## src/rtl/uart_rx.sv

```systemverilog
// uart_rx: 8N1 UART receiver with mid-bit sampling, framing-error strobe and break lockout.
module uart_rx #(
   parameter int CLKS_PER_BIT = 868
) (
   input  logic       i_Clock,
   input  logic       i_Rst,
   input  logic       i_RX_Serial,
   output logic       o_RX_DV,
   output logic [7:0] o_RX_Byte,
   output logic       o_RX_Active,
   output logic       o_RX_Frame_Err
);
   localparam int CW = $clog2(CLKS_PER_BIT) + 1;
   localparam logic [CW-1:0] HALF = CW'((CLKS_PER_BIT - 1) / 2);
   localparam logic [CW-1:0] LAST = CW'(CLKS_PER_BIT - 1);
   typedef enum logic [2:0] {IDLE, START, DATA, STOP, WAIT_HIGH} state_t;
   state_t        state_q;
   logic [1:0]    sync_q;
   logic [CW-1:0] cnt_q;
   logic [2:0]    idx_q;
   logic [7:0]    shift_q;
   logic          rx_s;
   assign rx_s = sync_q[1];
   always_ff @(posedge i_Clock or posedge i_Rst) begin
      if (i_Rst) begin
         state_q        <= IDLE;
         sync_q         <= 2'b11;
         cnt_q          <= '0;
         idx_q          <= '0;
         shift_q        <= '0;
         o_RX_DV        <= 1'b0;
         o_RX_Byte      <= '0;
         o_RX_Active    <= 1'b0;
         o_RX_Frame_Err <= 1'b0;
      end else begin
         sync_q         <= {sync_q[0], i_RX_Serial};
         o_RX_DV        <= 1'b0;
         o_RX_Frame_Err <= 1'b0;
         case (state_q)
            IDLE: begin
               cnt_q <= '0;
               idx_q <= '0;
               if (!rx_s) begin
                  state_q     <= START;
                  o_RX_Active <= 1'b1;
               end
            end
            START: begin
               if (cnt_q == HALF) begin
                  cnt_q <= '0;
                  if (!rx_s) state_q <= DATA;
                  else begin
                     state_q     <= IDLE;
                     o_RX_Active <= 1'b0;
                  end
               end else cnt_q <= cnt_q + CW'(1);
            end
            DATA: begin
               if (cnt_q == LAST) begin
                  cnt_q          <= '0;
                  shift_q[idx_q] <= rx_s;
                  idx_q          <= idx_q + 3'd1;
                  if (idx_q == 3'd7) state_q <= STOP;
               end else cnt_q <= cnt_q + CW'(1);
            end
            STOP: begin
               if (cnt_q == LAST) begin
                  cnt_q       <= '0;
                  o_RX_Active <= 1'b0;
                  if (rx_s) begin
                     o_RX_Byte <= shift_q;
                     o_RX_DV   <= 1'b1;
                     state_q   <= IDLE;
                  end else begin
                     o_RX_Frame_Err <= 1'b1;
                     state_q        <= WAIT_HIGH;
                  end
               end else cnt_q <= cnt_q + CW'(1);
            end
            // Hold off until the line recovers so a break cannot retrigger frames.
            WAIT_HIGH: if (rx_s) state_q <= IDLE;
            default: begin
               state_q     <= IDLE;
               o_RX_Active <= 1'b0;
            end
         endcase
      end
   end
endmodule
```

## config.mk

```make
export PLATFORM = sky130hd
export DESIGN_NAME = uart_rx
export DESIGN_NICKNAME = d
export VERILOG_FILES = /design/src/rtl/uart_rx.sv
export SDC_FILE = /design/constraint.sdc
export NUM_CORES = 1
export LEC_CHECK = 0
export ABC_AREA = 1
export BUFFER_PORTS_ARGS = -buffer_cell sky130_fd_sc_hd__buf_2
export CORE_MARGIN = 5
export CORE_UTILIZATION = 25
export DETAILED_ROUTE_END_ITERATION = 6
export GPL_TIMING_DRIVEN = 0
export PLACE_DENSITY = 0.46
export SLEW_MARGIN = 5
export SYNTH_ARGS = -nofsm -noshare
export SYNTH_HDL_FRONTEND = slang
export SYNTH_SLANG_ARGS = --single-unit
```

## constraint.sdc

```tcl
create_clock -name i_Clock -period 2.5 [get_ports i_Clock]
set_input_delay 0.125 -clock i_Clock [delete_from_list [all_inputs] [get_ports i_Clock]]
set_output_delay 0.125 -clock i_Clock [all_outputs]
set_load 0.005 [all_outputs]
```

==> reports/metrics.yaml <==
critical_path:
  cp-start-kind: "flip-flop"
  worst_ep_arrival_time_ns: 1.84
  crit_type: "reg -> reg"
  worstPathMaxFanout: 7
  cp-end-kind: "flip-flop"
  worstPathRequired_ns: 2.67
  critPathLaunch: "cnt_q[0]$_DFFE_PP0P_"
  rr_startpoint: "cnt_q[0]$_DFFE_PP0P_"
timing:
  min_period_ns: 1.66
  slew_headroom_pct: 47.4
  timing.setup.tns_ns: 0
  layout_setup_ws_ns: 0.835
  rsz0062_at_grt: "false"
  post-route-period-util_pct: 66.6
  hold_ws_ns: -0.0197
  hold_viol: 36
  clock_skew_ns: 0.00315
  worstMarginPinSlew_ns: 0.788
  fmax_mhz: 601
  slew_viol_final: 0
  setup_viol_count_final: 0
power_and_ir_drop:
  p_leak_nw: 1.13
  irDropWorstVdd_uv: 162
  p_per_area_nw_per_um2: 466
cells_and_area:
  layout-drive-gt1-share_pct: 16.5
  final_common_cell: "nand2_1"
  final_net_count: 273
  multiInputGateArea_um2: 860
  ff_latch_area_um2: 953
  fillers: 858
  mostFrequentLayoutCells: "nand2_1, dfrtp_1, inv_1, nor2_1, nand3_1"
  finalInstanceArea_um2: 2240
  synthToLayoutAreaGrowth_pct: 14.4
  fin_util_pct: 29.1
  diodes: 0
yosys:
  synth-compound-area-share_pct: 5.56
  synth_fp_nets: 252
  yosysWarnings: 0
  yosys.area_share.xor_xnor_pct: 1.34
  yosys.area_share.adder_pct: 2.56
  ys_seq_area_share_pct: 48.7
  synth_ff_type: "dfrtp_1"
  syn-cell-area_um2: 1960
  synth_top_family_by_area: "simple AND/OR/NAND/NOR gates"
  yosys-mux-area-fraction_pct: 0
  ys_types: 28
  netlist_instances: 245
  synth_edf_count: 0
  synth.avg_cell_area_um2: 7.99
  yosys.area_share.simple_pct: 34.5
  synth_async_sr_flop_share_pct: 100
  ys_ff_latch: 38
placement:
  gp_congestion: 0.841
  dp_slack_ns: 0.841
  dpl_cell_area_um2: 2150
  port-buffer-count: 13
  dp_hpwl_um: 2930
detailed_routing:
  wire_per_inst_um: 10.7
  drc: 0
  drt_pass1_iterations: 4
  vias: 1560
  vias_per_cell: 4.24
  wl_um: 3950
  antenna_left: 0
  drtIter0Drc: 77
outcome:
  status: "complete, but fails checks"
  violations: "negative hold slack"
global_route:
  grt_pass1_vias: 1525
  grt_pass1_wl_um: 7000
  grt_overflow: 0
  grt_max_degree: 39
  grtUsageTotal_pct: 8.75
  antenna_found_initial: 0
worst_hold_path:
  hold_path.class: "in -> async"
clock_tree:
  insertion_delay_ns: 0.29
  postCtsSetupBuffers: 0
  cts.sinks: 38
  clk_pin_slew_ns: 0.08
  root_buffer: "clkbuf_8"
  clock_path_buffers: 2
  cts_buffers: 5
  cts-htree-levels: 2
  cts_tree: "done"
floorplanning:
  die_w_um: 98.5
  initial_core_util_pct: 25.5
  ios: 14
  fp-row-count: 32
  dieArea_um2: 9700
  die_h_um: 98.5
  coreArea_um2: 7690
run:
  maxCapViolations: 0
## final timing paths
check	end	slack, ns	cells past startpoint
setup reg to reg	cnt_q[10]$_DFFE_PP0P_	0.84	8
setup / recovery	cnt_q[10]$_DFFE_PP0P_	0.84	8
hold / removal	o_RX_Byte[3]$_DFFE_PP0P_	-0.02	2
max in group asynchronous	cnt_q[10]$_DFFE_PP0P_	2.02	2
hold reg to reg	sync_q[1]$_DFF_PP1_	0.36	0
min in group i_Clock	sync_q[1]$_DFF_PP1_	0.36	0
## synth_stat cells, types with 2 or more instances
| master | count | area share (%) |
|---|---|---|
| nand4_1 | 4 | 1.3 |
| xor2_1 | 3 | 1.3 |
| dfrtp_1 | 36 | 46 |
| nor2_2 | 3 | 0.96 |
| inv_2 | 5 | 0.96 |
| nor3_1 | 5 | 1.3 |
| ha_1 | 4 | 2.6 |
| nand2_1 | 77 | 15 |
| nor2_4 | 2 | 1.2 |
| dfstp_2 | 2 | 2.7 |
| o21ai_0 | 2 | 0.51 |
| a21oi_1 | 2 | 0.51 |
| o21ai_1 | 8 | 2.0 |
| a22o_1 | 2 | 0.90 |
| nor2_1 | 26 | 5.0 |
| nand3_4 | 2 | 1.8 |
| o21bai_1 | 3 | 1.2 |
| nand2_2 | 3 | 0.96 |
| inv_1 | 28 | 5.4 |
| nand3_1 | 20 | 5.1 |
## final cells by class
type / instances / area share [%]
Multi-Input combinational cell: 171 / 38.4
Inverter: 34 / 5.76
Sequential cell: 38 / 42.6
Clock inverter: 2 / 0.447
Timing Repair Buffer: 14 / 3.35
Buffer: 2 / 0.671
Clock buffer: 5 / 3.07
Tap cell: 102 / 5.70
## critical path: stages (launching register included)
cell and delay [ns]:
dfrtp_1 0.40, ha_1 0.27, nand2_1 0.09, nor2_2 0.15, nand3_4 0.13, nand2_1 0.15
nand3_2 0.16, inv_2 0.14, nor3_1 0.06
## state kept, by name, summed over array words and instances (netlist names)
| name | cells |
|---|---|
| cnt_q | 11 |
| idx_q | 3 |
| o_RX_Active | 1 |
| o_RX_Byte | 8 |
| o_RX_DV | 1 |
| o_RX_Frame_Err | 1 |
| shift_q | 8 |
| state_q | 3 |
| sync_q | 2 |
## cells by family after synthesis
| logic type | Yosys count |
|---|---|
| AND/OR/NAND/NOR | 146 |
| flip-flops | 38 |
| AO/OA/AOI/OAI | 18 |
| buffers and inverters | 36 |
| XOR/XNOR | 3 |
| adder cells (fa/ha/maj) | 4 |
## stage by stage
step	power [mW]	cells
2_1_floorplan	0.643	245
3_3_place_gp	0.651	360
3_5_place_dp	0.651	360
4_1_cts	1.07	368
5_1_grt	1.08	368
6_report	1.04	368
## power by group
part | switching [mW] | internal, mW | total, mW
Combinational | 0.0163 | 0.00317 | 0.0194
Clock | 0.217 | 0.187 | 0.404
Sequential | 0.00173 | 0.617 | 0.619
## layer usage
| layer | vias up | track usage [%] | part of all wire, % |
|---|---|---|---|
| met5 | - | 0 | 0 |
| met4 | 0 | 3.89 | 2.0 |
| met3 | 7 | 1.98 | 3.1 |
| met2 | 21 | 13.2 | 43 |
| met1 | 721 | 12.0 | 52 |
| li1 | 811 | - | - |
## repair_timing
item | 4_1_cts | 5_1_grt
endpoints found under the hold margin | 1 | 0
gates resized for setup | 0 | 0
hold buffers | 1 | 0
Note: power is estimated with default switching activity, not from simulation.
